==> src/rtl/cam_pkg.sv <==
// Shared types and constants for the CAM transmit scheduler.
package cam_pkg;

    localparam int unsigned WORD_W = 32;
    localparam int unsigned ID_W   = 3;

    typedef enum logic [1:0] {
        IDLE = 2'd0,
        HOLD = 2'd1,
        WAIT = 2'd2
    } cam_tx_state_t;

    localparam logic [15:0]     CAM_HB_TAG = 16'hC0DE;
    localparam logic [ID_W-1:0] CAM_HB_ID  = 3'd7;

endpackage

==> src/rtl/cam_rr_arbiter.sv <==
// Combinational requester selection: requester 0 has strict priority,
// requesters 1..NUM_REQ-1 are served round-robin after the pointer.
module cam_rr_arbiter
    import cam_pkg::*;
#(
    parameter int unsigned NUM_REQ = 4
) (
    input  logic [NUM_REQ-1:0] req_i,
    input  logic [ID_W-1:0]    ptr_i,
    output logic [NUM_REQ-1:0] gnt_oh_c,
    output logic [ID_W-1:0]    gnt_idx_c,
    output logic               gnt_vld_c
);

    localparam int unsigned CW      = ID_W + 1;
    localparam int unsigned MAX_REQ = 1 << ID_W;

    logic [MAX_REQ-1:0] req_pad_c;
    logic [CW-1:0]      cand_c;

    assign req_pad_c = MAX_REQ'(req_i);

    // Candidates wrap within 1..NUM_REQ-1, starting one past the pointer
    always_comb begin
        gnt_idx_c = '0;
        gnt_vld_c = 1'b0;
        cand_c    = '0;
        if (req_i[0]) begin
            gnt_vld_c = 1'b1;
        end else begin
            for (int unsigned i = 0; i < NUM_REQ - 1; i++) begin
                cand_c = CW'(ptr_i) + CW'(i) + CW'(1);
                if (cand_c >= CW'(NUM_REQ)) begin
                    cand_c = cand_c - CW'(NUM_REQ - 1);
                end
                if (!gnt_vld_c && req_pad_c[cand_c[ID_W-1:0]]) begin
                    gnt_vld_c = 1'b1;
                    gnt_idx_c = cand_c[ID_W-1:0];
                end
            end
        end
    end

    assign gnt_oh_c = gnt_vld_c ? NUM_REQ'(MAX_REQ'(1) << gnt_idx_c) : '0;

endmodule

==> src/rtl/cam_tx_scheduler.sv <==
// Arbitrates requester words onto a nibble serializer, one word per busy period.
// Optional idle heartbeat words are enabled by defining CAM_TX_HEARTBEAT_EN.
module cam_tx_scheduler
    import cam_pkg::*;
#(
    parameter int unsigned NUM_REQ     = 4,
    parameter int unsigned HB_INTERVAL = 50000,
    parameter int unsigned WD_LIMIT    = 1023
) (
    input  logic                      clk_i,
    input  logic                      rst_n,
    input  logic [NUM_REQ-1:0]        req_i,
    input  logic [NUM_REQ*WORD_W-1:0] data_i,
    output logic [NUM_REQ-1:0]        ack_o,
    output logic                      ser_wr_o,
    output logic [WORD_W-1:0]         ser_data_o,
    input  logic                      ser_busy_i,
    output logic [ID_W-1:0]           grant_id_o,
    output logic                      wd_err_o
);

    localparam int unsigned WD_W = $clog2(WD_LIMIT + 1);

    if (NUM_REQ < 2 || NUM_REQ > 8 || HB_INTERVAL == 0 || WD_LIMIT == 0) begin : g_param_check
        $error("cam_tx_scheduler: illegal parameter value");
    end

    cam_tx_state_t      state_q, state_d;
    logic [NUM_REQ-1:0] ack_q, ack_d;
    logic               ser_wr_q, ser_wr_d;
    logic [WORD_W-1:0]  ser_data_q, ser_data_d;
    logic [ID_W-1:0]    grant_id_q, grant_id_d;
    logic [ID_W-1:0]    ptr_q, ptr_d;
    logic [WD_W-1:0]    wd_cnt_q, wd_cnt_d;
    logic               wd_err_q, wd_err_d;

    logic [NUM_REQ-1:0] gnt_oh_c;
    logic [ID_W-1:0]    gnt_idx_c;
    logic               gnt_vld_c;
    logic [WORD_W-1:0]  req_word_c;
    logic [WORD_W-1:0]  hb_word_c;
    logic               hb_fire_c;
    logic               issue_c;

    cam_rr_arbiter #(.NUM_REQ(NUM_REQ)) u_arb (
        .req_i     (req_i),
        .ptr_i     (ptr_q),
        .gnt_oh_c  (gnt_oh_c),
        .gnt_idx_c (gnt_idx_c),
        .gnt_vld_c (gnt_vld_c)
    );

    always_comb begin
        req_word_c = '0;
        for (int unsigned k = 0; k < NUM_REQ; k++) begin
            if (gnt_oh_c[k]) begin
                req_word_c = data_i[k*WORD_W +: WORD_W];
            end
        end
    end

    assign issue_c = (state_q == IDLE) && !ser_busy_i && (gnt_vld_c || hb_fire_c);

`ifdef CAM_TX_HEARTBEAT_EN
    localparam int unsigned HB_W = $clog2(HB_INTERVAL + 1);

    logic [HB_W-1:0] hb_cnt_q, hb_cnt_d;
    logic [15:0]     seq_q, seq_d;
    logic            idle_free_c;

    assign idle_free_c = (state_q == IDLE) && !ser_busy_i;
    // A pending request always beats an expiring heartbeat
    assign hb_fire_c   = idle_free_c && (req_i == '0) && (hb_cnt_q == HB_W'(HB_INTERVAL - 1));
    assign hb_word_c   = {CAM_HB_TAG, seq_q};

    always_comb begin
        hb_cnt_d = hb_cnt_q;
        seq_d    = seq_q;
        if (issue_c || (req_i != '0)) begin
            hb_cnt_d = '0;
        end else if (idle_free_c) begin
            hb_cnt_d = hb_cnt_q + HB_W'(1);
        end
        if (hb_fire_c) begin
            seq_d = seq_q + 16'd1;
        end
    end

    always_ff @(posedge clk_i or negedge rst_n) begin
        if (!rst_n) begin
            hb_cnt_q <= '0;
            seq_q    <= '0;
        end else begin
            hb_cnt_q <= hb_cnt_d;
            seq_q    <= seq_d;
        end
    end
`else
    assign hb_fire_c = 1'b0;
    assign hb_word_c = '0;
`endif

    always_ff @(posedge clk_i or negedge rst_n) begin
        if (!rst_n) begin
            state_q <= IDLE;
        end else begin
            state_q <= state_d;
        end
    end

    always_comb begin
        state_d = state_q;
        case (state_q)
            IDLE:    if (issue_c) state_d = HOLD;
            HOLD:    state_d = WAIT;
            WAIT:    if (!ser_busy_i) state_d = IDLE;
            default: state_d = IDLE;
        endcase
    end

    // Issue bookkeeping and the busy watchdog
    always_comb begin
        ack_d      = '0;
        ser_wr_d   = 1'b0;
        ser_data_d = ser_data_q;
        grant_id_d = grant_id_q;
        ptr_d      = ptr_q;
        wd_cnt_d   = '0;
        wd_err_d   = wd_err_q;
        if (issue_c) begin
            ser_wr_d = 1'b1;
            if (gnt_vld_c) begin
                ack_d      = gnt_oh_c;
                ser_data_d = req_word_c;
                grant_id_d = gnt_idx_c;
                if (!gnt_oh_c[0]) begin
                    ptr_d = gnt_idx_c;
                end
            end else begin
                ser_data_d = hb_word_c;
                grant_id_d = CAM_HB_ID;
            end
        end
        // Flag shows in the (WD_LIMIT+1)th consecutive busy cycle of WAIT
        if ((state_q == WAIT) && ser_busy_i) begin
            wd_cnt_d = (wd_cnt_q == WD_W'(WD_LIMIT)) ? wd_cnt_q : wd_cnt_q + WD_W'(1);
            if (wd_cnt_q >= WD_W'(WD_LIMIT - 1)) begin
                wd_err_d = 1'b1;
            end
        end
    end

    always_ff @(posedge clk_i or negedge rst_n) begin
        if (!rst_n) begin
            ack_q      <= '0;
            ser_wr_q   <= 1'b0;
            ser_data_q <= '0;
            grant_id_q <= '0;
            ptr_q      <= '0;
            wd_cnt_q   <= '0;
            wd_err_q   <= 1'b0;
        end else begin
            ack_q      <= ack_d;
            ser_wr_q   <= ser_wr_d;
            ser_data_q <= ser_data_d;
            grant_id_q <= grant_id_d;
            ptr_q      <= ptr_d;
            wd_cnt_q   <= wd_cnt_d;
            wd_err_q   <= wd_err_d;
        end
    end

    assign ack_o      = ack_q;
    assign ser_wr_o   = ser_wr_q;
    assign ser_data_o = ser_data_q;
    assign grant_id_o = grant_id_q;
    assign wd_err_o   = wd_err_q;

endmodule

==> config.mk <==
export PLATFORM = sky130hd
export DESIGN_NAME = cam_tx_scheduler
export DESIGN_NICKNAME = d
export VERILOG_FILES = /design/src/rtl/cam_pkg.sv /design/src/rtl/cam_rr_arbiter.sv /design/src/rtl/cam_tx_scheduler.sv
export SDC_FILE = /design/constraint.sdc
export NUM_CORES = 1
export LEC_CHECK = 0
export CORE_ASPECT_RATIO = 1.25
export CORE_MARGIN = 1
export CORE_UTILIZATION = 25
export CTS_CLUSTER_DIAMETER = 60
export DETAILED_ROUTE_END_ITERATION = 10
export PLACE_DENSITY = 0.48
export SLEW_MARGIN = 10
export SYNTH_ARGS = -nofsm -noshare
export SYNTH_HDL_FRONTEND = slang
export SYNTH_SLANG_ARGS = --single-unit
==> constraint.sdc <==
create_clock -name clk_i -period 6.75 [get_ports clk_i]
set_input_delay 1.35 -clock clk_i [delete_from_list [all_inputs] [get_ports clk_i]]
set_output_delay 1.35 -clock clk_i [all_outputs]
set_load 0.01 [all_outputs]
==> results of run 1 <==
## worst max path at each step
stage	startpoint	endpoint	slack [ns]	cells past startpoint
global placement	req_i[3]	ser_data_o[16]$_DFFE_PN0P_	1.61	9
floorplan	req_i[0]	ser_data_o[19]$_DFFE_PN0P_	3.29	11
finish	ptr_q[0]$_DFFE_PN0P_	ser_data_o[26]$_DFFE_PN0P_	1.70	11
detailed placement	req_i[0]	ser_data_o[26]$_DFFE_PN0P_	1.52	10
global route	ptr_q[0]$_DFFE_PN0P_	ser_data_o[22]$_DFFE_PN0P_	1.26	11
CTS	ptr_q[0]$_DFFE_PN0P_	ser_data_o[26]$_DFFE_PN0P_	1.71	11
## cells by family after synthesis
logic type,count (synthesis)
DFF,56
muxes,19
AOI/OAI and AO/OA,185
and+or+nand+nor,159
xor gates and xnor gates,12
buffers and inverters,49
adders and majority gates,7
## layer usage
metal	GRT usage (%)	up-vias	part of all wire [%]
met5	0	-	0
met4	4.50	0	1.9
met1	20.9	2049	41
met3	2.93	17	5.2
met2	31.2	154	52
li1	-	2088	-
## metrics by stage
step / setup slack [ns] / std cells / hold WS, ns / power [µW] / utilization (%)
global placement: 1.61 / 846 / 0.468 / 3780 / 36.3
global route: 1.26 / 854 / 0.509 / 4420 / 37.2
CTS: 1.71 / 854 / 0.495 / 4110 / 37.2
detailed placement: 1.52 / 846 / 0.472 / 3810 / 36.3
floorplan: 3.29 / 487 / 0.448 / 3120 / -
finish: 1.70 / 854 / 0.484 / 4050 / 37.2
## cell type report
type                            count  area, µm²
Inverter                           10       37.5
Timing Repair Buffer              178       1770
Clock buffer                        8        146
Fill cell                        1742      10600
Tap cell                          220        275
Sequential cell                    56       1400
Multi-Input combinational cell    382       2660
## registers in the layout, summed over array words and instances (netlist names)
name        count
wd_cnt_q       10
state_q         2
grant_id_o      3
ack_o           4
ser_wr_o        1
wd_err_o        1
ser_data_o     32
ptr_q           3
## report_power, final
part	leakage [µW]	switching (µW)	internal, µW
clock network	0.0000712	122	149
registers	0.000716	113	474
logic	0.00173	1940	1250
total	0.00251	2180	1880
## layout by cell type (no fill, tap or decap), drive strengths merged, types with 4 or more instances in the layout
cell type      instances
nand3                 42
nand4                  4
a31oi                 11
ha                     6
a2bb2oi                8
mux2i                 18
a21o                  17
o21a                   9
xor2                   6
o21ai                 53
xnor2                  6
nor3                   4
a21oi                 21
dfrtp                 56
o211ai                19
nor2b                  6
nand2                 44
a211oi                 5
nor2                  41
o31a                  16
clkbuf                 8
buf                    4
clkdlybuf4s50        174
inv                   10
## worst register-to-register path: cells and delay by family (launching register included)
kind | cells | cell delay, ns
flip-flops | 1 | 0.87
AND/OR/NAND/NOR | 3 | 0.97
buffers and inverters | 1 | 0.19
multiplexers | 1 | 0.38
adder cells (fa/ha/maj) | 1 | 0.75
AO/OA/AOI/OAI | 5 | 1.77
## cell usage after synthesis (all sizes together), types with 5 or more instances
cell,count
dfrtp,56
xnor2,6
o21ai,53
a31oi,11
ha,6
o21a,9
xor2,6
a211oi,5
o31a,16
a21o,17
mux2i,18
nor2,41
nand2,44
nor2b,6
nand3,42
inv,10
o211ai,19
a2bb2oi,8
buf,35
a21oi,21
==> results.json, run 1 <==
{
  "run_status": "finished clean",
  "timing.critical_path.max_delay_family": "compound AO/OA/AOI/OAI gates",
  "cts-root-buf": "sky130_fd_sc_hd__clkbuf_16",
  "synth-seq-area-share_pct": 32.1,
  "synth-async-reset-ratio_pct": 100,
  "synth_flop_cell": "sky130_fd_sc_hd__dfrtp_1",
  "routed_wl_um": 15400,
  "synthXorXnorAreaFrac_pct": 2.41,
  "proportion_of_netlist_area_held_by_the_largest_area_contributor_pct": 32.1,
  "rows": 53,
  "portBuffers": 175,
  "worst_path_largest_cell_delay_ns": 0.87,
  "fin_nets": 774,
  "gp_routability_congestion": 0.829,
  "detailedPlacementHpwl_um": 11300,
  "core_area_mm2": 0.0169,
  "area_delta_synth_final_pct": 44.3,
  "timing.hold.worst_endpoint": "state_q[1]$_DFFE_PN0P_",
  "cts_setup_buffers": 0,
  "finalHoldViolCount": 0,
  "layout-drive-gt1-share_pct": 8.52,
  "postCtsResizedCells": 0,
  "finalWorstPathRequiredPeriod_ns": 5.05,
  "syn_inst": 487,
  "htree_levels": 2,
  "tightest_slew_ns": 1.06,
  "final-max-slew-violation-count": 0,
  "worst_r2r_endpoint": "ser_data_o[26]$_DFFE_PN0P_",
  "cp_data_arrival_time_ns": 5.22,
  "globalRoute.totalOverflow": 0,
  "power_leakage_uw": 0.00251,
  "total_vias_in_the_final_route": 4308,
  "worst_setup_hold_path_clk_slew_ns": 0.07,
  "floorplan.io_pins": 176,
  "grt_setup_unrepaired": "false",
  "final_design_area_no_fill_mm2": 0.00629,
  "maxSlewHeadroom_pct": 28.8,
  "worstHoldStart": "state_q[1]$_DFFE_PN0P_",
  "crit_path_cell_trace": "inv_2, ha_1, or2_1, nor2_2, a211oi_2, a221o_1, o211ai_4, o211ai_4, nand2_2, mux2i_1, o211ai_2",
  "drc_errors": 0,
  "hold_class": "flop to flop",
  "synthesis.nets": 628,
  "number_of_buffers_inserted_during_clock_tree_synthesis": 5,
  "synth.lib_cells_used.distinct": 77,
  "setup.reg_to_reg.worst_slack_ns": 1.70,
  "synth_largest_area_cell": "sky130_fd_sc_hd__dfrtp_1",
  "synth.avg_cell_area_um2": 8.95,
  "vias_per_cell": 5.04,
  "track_usage_pct": 17.2,
  "worstPathRequired_ns": 6.92,
  "critical_path.n_buffers_inverters": 1,
  "r2r_cells": 11,
  "tritoncts": "built",
  "drc_violation_total_after_the_first_tritonroute_iteration": 234,
  "cellPowerDensity_mw_per_mm2": 644,
  "antenna_found_initial": 0,
  "die_w_um": 120,
  "slowest_stage": "sky130_fd_sc_hd__dfrtp_1",
  "synth_simple_gate_area_share_pct": 18.9,
  "rr_startpoint": "ptr_q[0]$_DFFE_PN0P_",
  "finClkSkew_ns": 0.00856,
  "hold-path-cell-count": 1,
  "setup-tns-final_ns": 0,
  "die_height_um": 150,
  "cp_max_fo": 34,
  "yosysWarningCount": 0,
  "detailed_router_iteration_count_before_antenna_repair": 7,
  "most_numerous_cell_on_the_critical_path": "sky130_fd_sc_hd__o211ai_4",
  "number_of_buffers_between_clock_root_and_the_deepest_sink": 2,
  "grt_first_pass_wirelength_um": 24400,
  "fmax_ghz": 0.198,
  "worstSetupEndpointType": "flop",
  "detail-route-antenna-nets": 0,
  "compound_gate_fraction_of_synth_area_pct": 33.4,
  "clk_latency_ns": 0.30,
  "floorplan.die_area_mm2": 0.0180,
  "post_cts_hold_buffer_count": 0,
  "detail_route.wl_per_cell_um": 18.1,
  "cts.sinks": 56,
  "period_share_pct": 74.8,
  "grt_pass1_vias": 4519,
  "largest_family_of_logic_cells_by_synthesized_area": "compound AO/OA/AOI/OAI gates",
  "post_synth_edffs": 0,
  "finalSetupViolations": 0,
  "grt_start_max_net_pins": 57,
  "post_synth_fa_ha_maj_area_fraction_pct": 1.95,
  "synth_seq_cells": 56,
  "netlist_top_cells_area": "sky130_fd_sc_hd__dfrtp_1 (32%), sky130_fd_sc_hd__nand3_1 (4.6%), sky130_fd_sc_hd__o211ai_2 (4.3%)",
  "antenna_cells_inserted": 0,
  "mux_cell_area_share_after_synthesis_pct": 4.39,
  "placedInstanceArea_mm2": 0.00615,
  "floorplan.initialDensity_pct": 25.8,
  "cp-start-kind": "flop",
  "worstSetupPathType": "flop to flop",
  "maxCapViolations": 0,
  "worst_vdd_ir_uv": 396,
  "post_synth_instance_area_mm2": 0.00436
}
Note: power is estimated with default switching activity, not from simulation.
==> inputs of run 2 (changes only) <==
--- a/config.mk
+++ b/config.mk
@@ -10,7 +10,7 @@
 export CORE_UTILIZATION = 25
 export CTS_CLUSTER_DIAMETER = 60
 export DETAILED_ROUTE_END_ITERATION = 10
-export PLACE_DENSITY = 0.48
+export PLACE_DENSITY = 0.5
 export SLEW_MARGIN = 10
 export SYNTH_ARGS = -nofsm -noshare
 export SYNTH_HDL_FRONTEND = slang
==> constraint.sdc (replaced) <==
create_clock -name clk_i -period 4.3 [get_ports clk_i]
set_input_delay 0.86 -clock clk_i [delete_from_list [all_inputs] [get_ports clk_i]]
set_output_delay 0.86 -clock clk_i [all_outputs]
set_load 0.01 [all_outputs]
==> results.json, run 2 (synthesis gave the netlist of run 1 again) <==
{
  "stdcell_count": 865,
  "finalSetupViolations": 0,
  "tritoncts": "built",
  "vias_per_cell": 5.10,
  "routed_wl_um": 15600,
  "timing.hold.worst_endpoint": "wd_err_o$_DFFE_PN0P_",
  "area_delta_synth_final_pct": 46.8,
  "maxSlewHeadroom_pct": 41.5,
  "drc_errors": 0,
  "globalRoute.totalOverflow": 0,
  "number_of_buffers_inserted_during_clock_tree_synthesis": 5,
  "post_cts_hold_buffer_count": 0,
  "period_share_pct": 90.4,
  "cp_max_fo": 19,
  "most_frequent_cells_in_the_layout": "sky130_fd_sc_hd__clkdlybuf4s50_1 (174), sky130_fd_sc_hd__dfrtp_1 (56), sky130_fd_sc_hd__nand2_1 (41)",
  "regArea_mm2": 0.00140,
  "worstPathRequired_ns": 4.52,
  "die_height_um": 150,
  "floorplan.die_area_mm2": 0.0180,
  "finClkSkew_ns": 0.00754,
  "detail-route-antenna-nets": 0,
  "grt_start_max_net_pins": 38,
  "finalWorstPathRequiredPeriod_ns": 3.89,
  "detailedPlacementHpwl_um": 11700,
  "layout-drive-gt1-share_pct": 10.4,
  "crit_path_cell_trace": "ha_1, xnor2_1, nor2_2, a211oi_2, a221o_1, o211a_2, a21o_2, buf_4, o21ai_0, a21oi_1, a2bb2oi_1",
  "power_leakage_uw": 0.00258,
  "final_design_area_no_fill_mm2": 0.00640,
  "rows": 53,
  "final.fill_count": 1757,
  "detail_route.wl_per_cell_um": 18.0,
  "worstSetupEndpointType": "flop",
  "final_common_cell": "sky130_fd_sc_hd__clkdlybuf4s50_1",
  "placedInstanceArea_mm2": 0.00623,
  "cts-root-buf": "sky130_fd_sc_hd__clkbuf_16",
  "tightest_slew_ns": 0.877,
  "setup-tns-final_ns": 0,
  "number_of_buffers_between_clock_root_and_the_deepest_sink": 2,
  "timing.critical_path.max_delay_family": "compound AO/OA/AOI/OAI gates",
  "grt_pass1_vias": 4578,
  "cts_setup_buffers": 0,
  "worstHoldStart": "wd_err_o$_DFFE_PN0P_",
  "multi_input_gate_area_mm2": 0.00266,
  "gp_routability_congestion": 0.887,
  "final-max-slew-violation-count": 0,
  "worst_r2r_endpoint": "ser_data_o[27]$_DFFE_PN0P_",
  "pre_cts_slack_ns": 0.348,
  "grt_first_pass_wirelength_um": 24300,
  "fin_nets": 785,
  "total_vias_in_the_final_route": 4410,
  "largest_register_ffs": 32,
  "cp_data_arrival_time_ns": 4.11,
  "postCtsResizedCells": 0,
  "antenna_found_initial": 0,
  "cp-start-kind": "flop",
  "antenna_cells_inserted": 0,
  "worst_path_largest_cell_delay_ns": 0.70,
  "track_usage_pct": 17.3,
  "clk_latency_ns": 0.30,
  "grt_setup_unrepaired": "false",
  "hold-path-cell-count": 1,
  "htree_levels": 2,
  "dpl.cell_count": 857,
  "postLayoutSetupSlackWorst_ns": 0.413,
  "r2r_cells": 11,
  "worstSetupPathType": "flop to flop",
  "critical_path.n_buffers_inverters": 1,
  "slowest_stage": "sky130_fd_sc_hd__xnor2_1",
  "floorplan.io_pins": 176,
  "run_status": "finished clean",
  "hold_class": "flop to flop",
  "cts.sinks": 56,
  "maxCapViolations": 0,
  "worst_vdd_ir_uv": 801,
  "fmax_ghz": 0.257,
  "portBuffers": 175,
  "core_area_mm2": 0.0169,
  "floorplan.initialDensity_pct": 25.8,
  "worst_setup_hold_path_clk_slew_ns": 0.08,
  "setup.reg_to_reg.worst_slack_ns": 0.41,
  "detailed_router_iteration_count_before_antenna_repair": 4,
  "cellPowerDensity_mw_per_mm2": 1030,
  "rr_startpoint": "ptr_q[0]$_DFFE_PN0P_",
  "finalHoldViolCount": 0,
  "drc_violation_total_after_the_first_tritonroute_iteration": 230,
  "die_w_um": 120
}
-- run 2: report_power, final --
group	total (µW)	leakage [µW]	internal, µW	switching [µW]
clock	480	0.0000840	277	202
sequential	894	0.000716	746	149
combinational	5190	0.00178	2090	3100
total	6560	0.00258	3120	3450
-- run 2: final cells by class --
type	count	share of cell area, %
Clock buffer	5	1.95
Timing Repair Buffer	189	28.9
Sequential cell	56	21.9
Clock inverter	3	0.743
Inverter	10	0.586
Multi-Input combinational cell	382	41.6
Tap cell	220	4.30
-- run 2: how the worst max path moves through the flow --
stage,from,to,slack [ns],depth (start not counted)
after global placement,req_i[0],ser_data_o[8]$_DFFE_PN0P_,0.39,10
after global routing,ptr_q[0]$_DFFE_PN0P_,ser_data_o[27]$_DFFE_PN0P_,0.09,11
after floorplan,ptr_q[0]$_DFFE_PN0P_,ser_data_o[19]$_DFFE_PN0P_,1.10,14
final,ptr_q[0]$_DFFE_PN0P_,ser_data_o[27]$_DFFE_PN0P_,0.41,11
after detailed placement,req_i[0],ser_data_o[8]$_DFFE_PN0P_,0.35,10
after CTS,ptr_q[0]$_DFFE_PN0P_,ser_data_o[27]$_DFFE_PN0P_,0.42,11
-- run 2: routing by layer --
layer | vias to the layer above | wire length (µm) | global-route usage (%)
li1 | 2112 | - | -
met1 | 2096 | 6170 | 20.0
met2 | 169 | 8000 | 31.3
met3 | 33 | 888 | 3.09
met4 | 0 | 495 | 6.75
met5 | - | 0 | 0
-- run 2: metrics by stage --
stage,utilization (%),power (µW),hold WS [ns]
4_1_cts,37.9,6590,0.472
3_5_place_dp,36.8,6080,0.459
5_1_grt,37.9,7070,0.504
3_3_place_gp,36.8,6030,0.460
6_report,37.9,6560,0.467
2_1_floorplan,-,4890,0.448
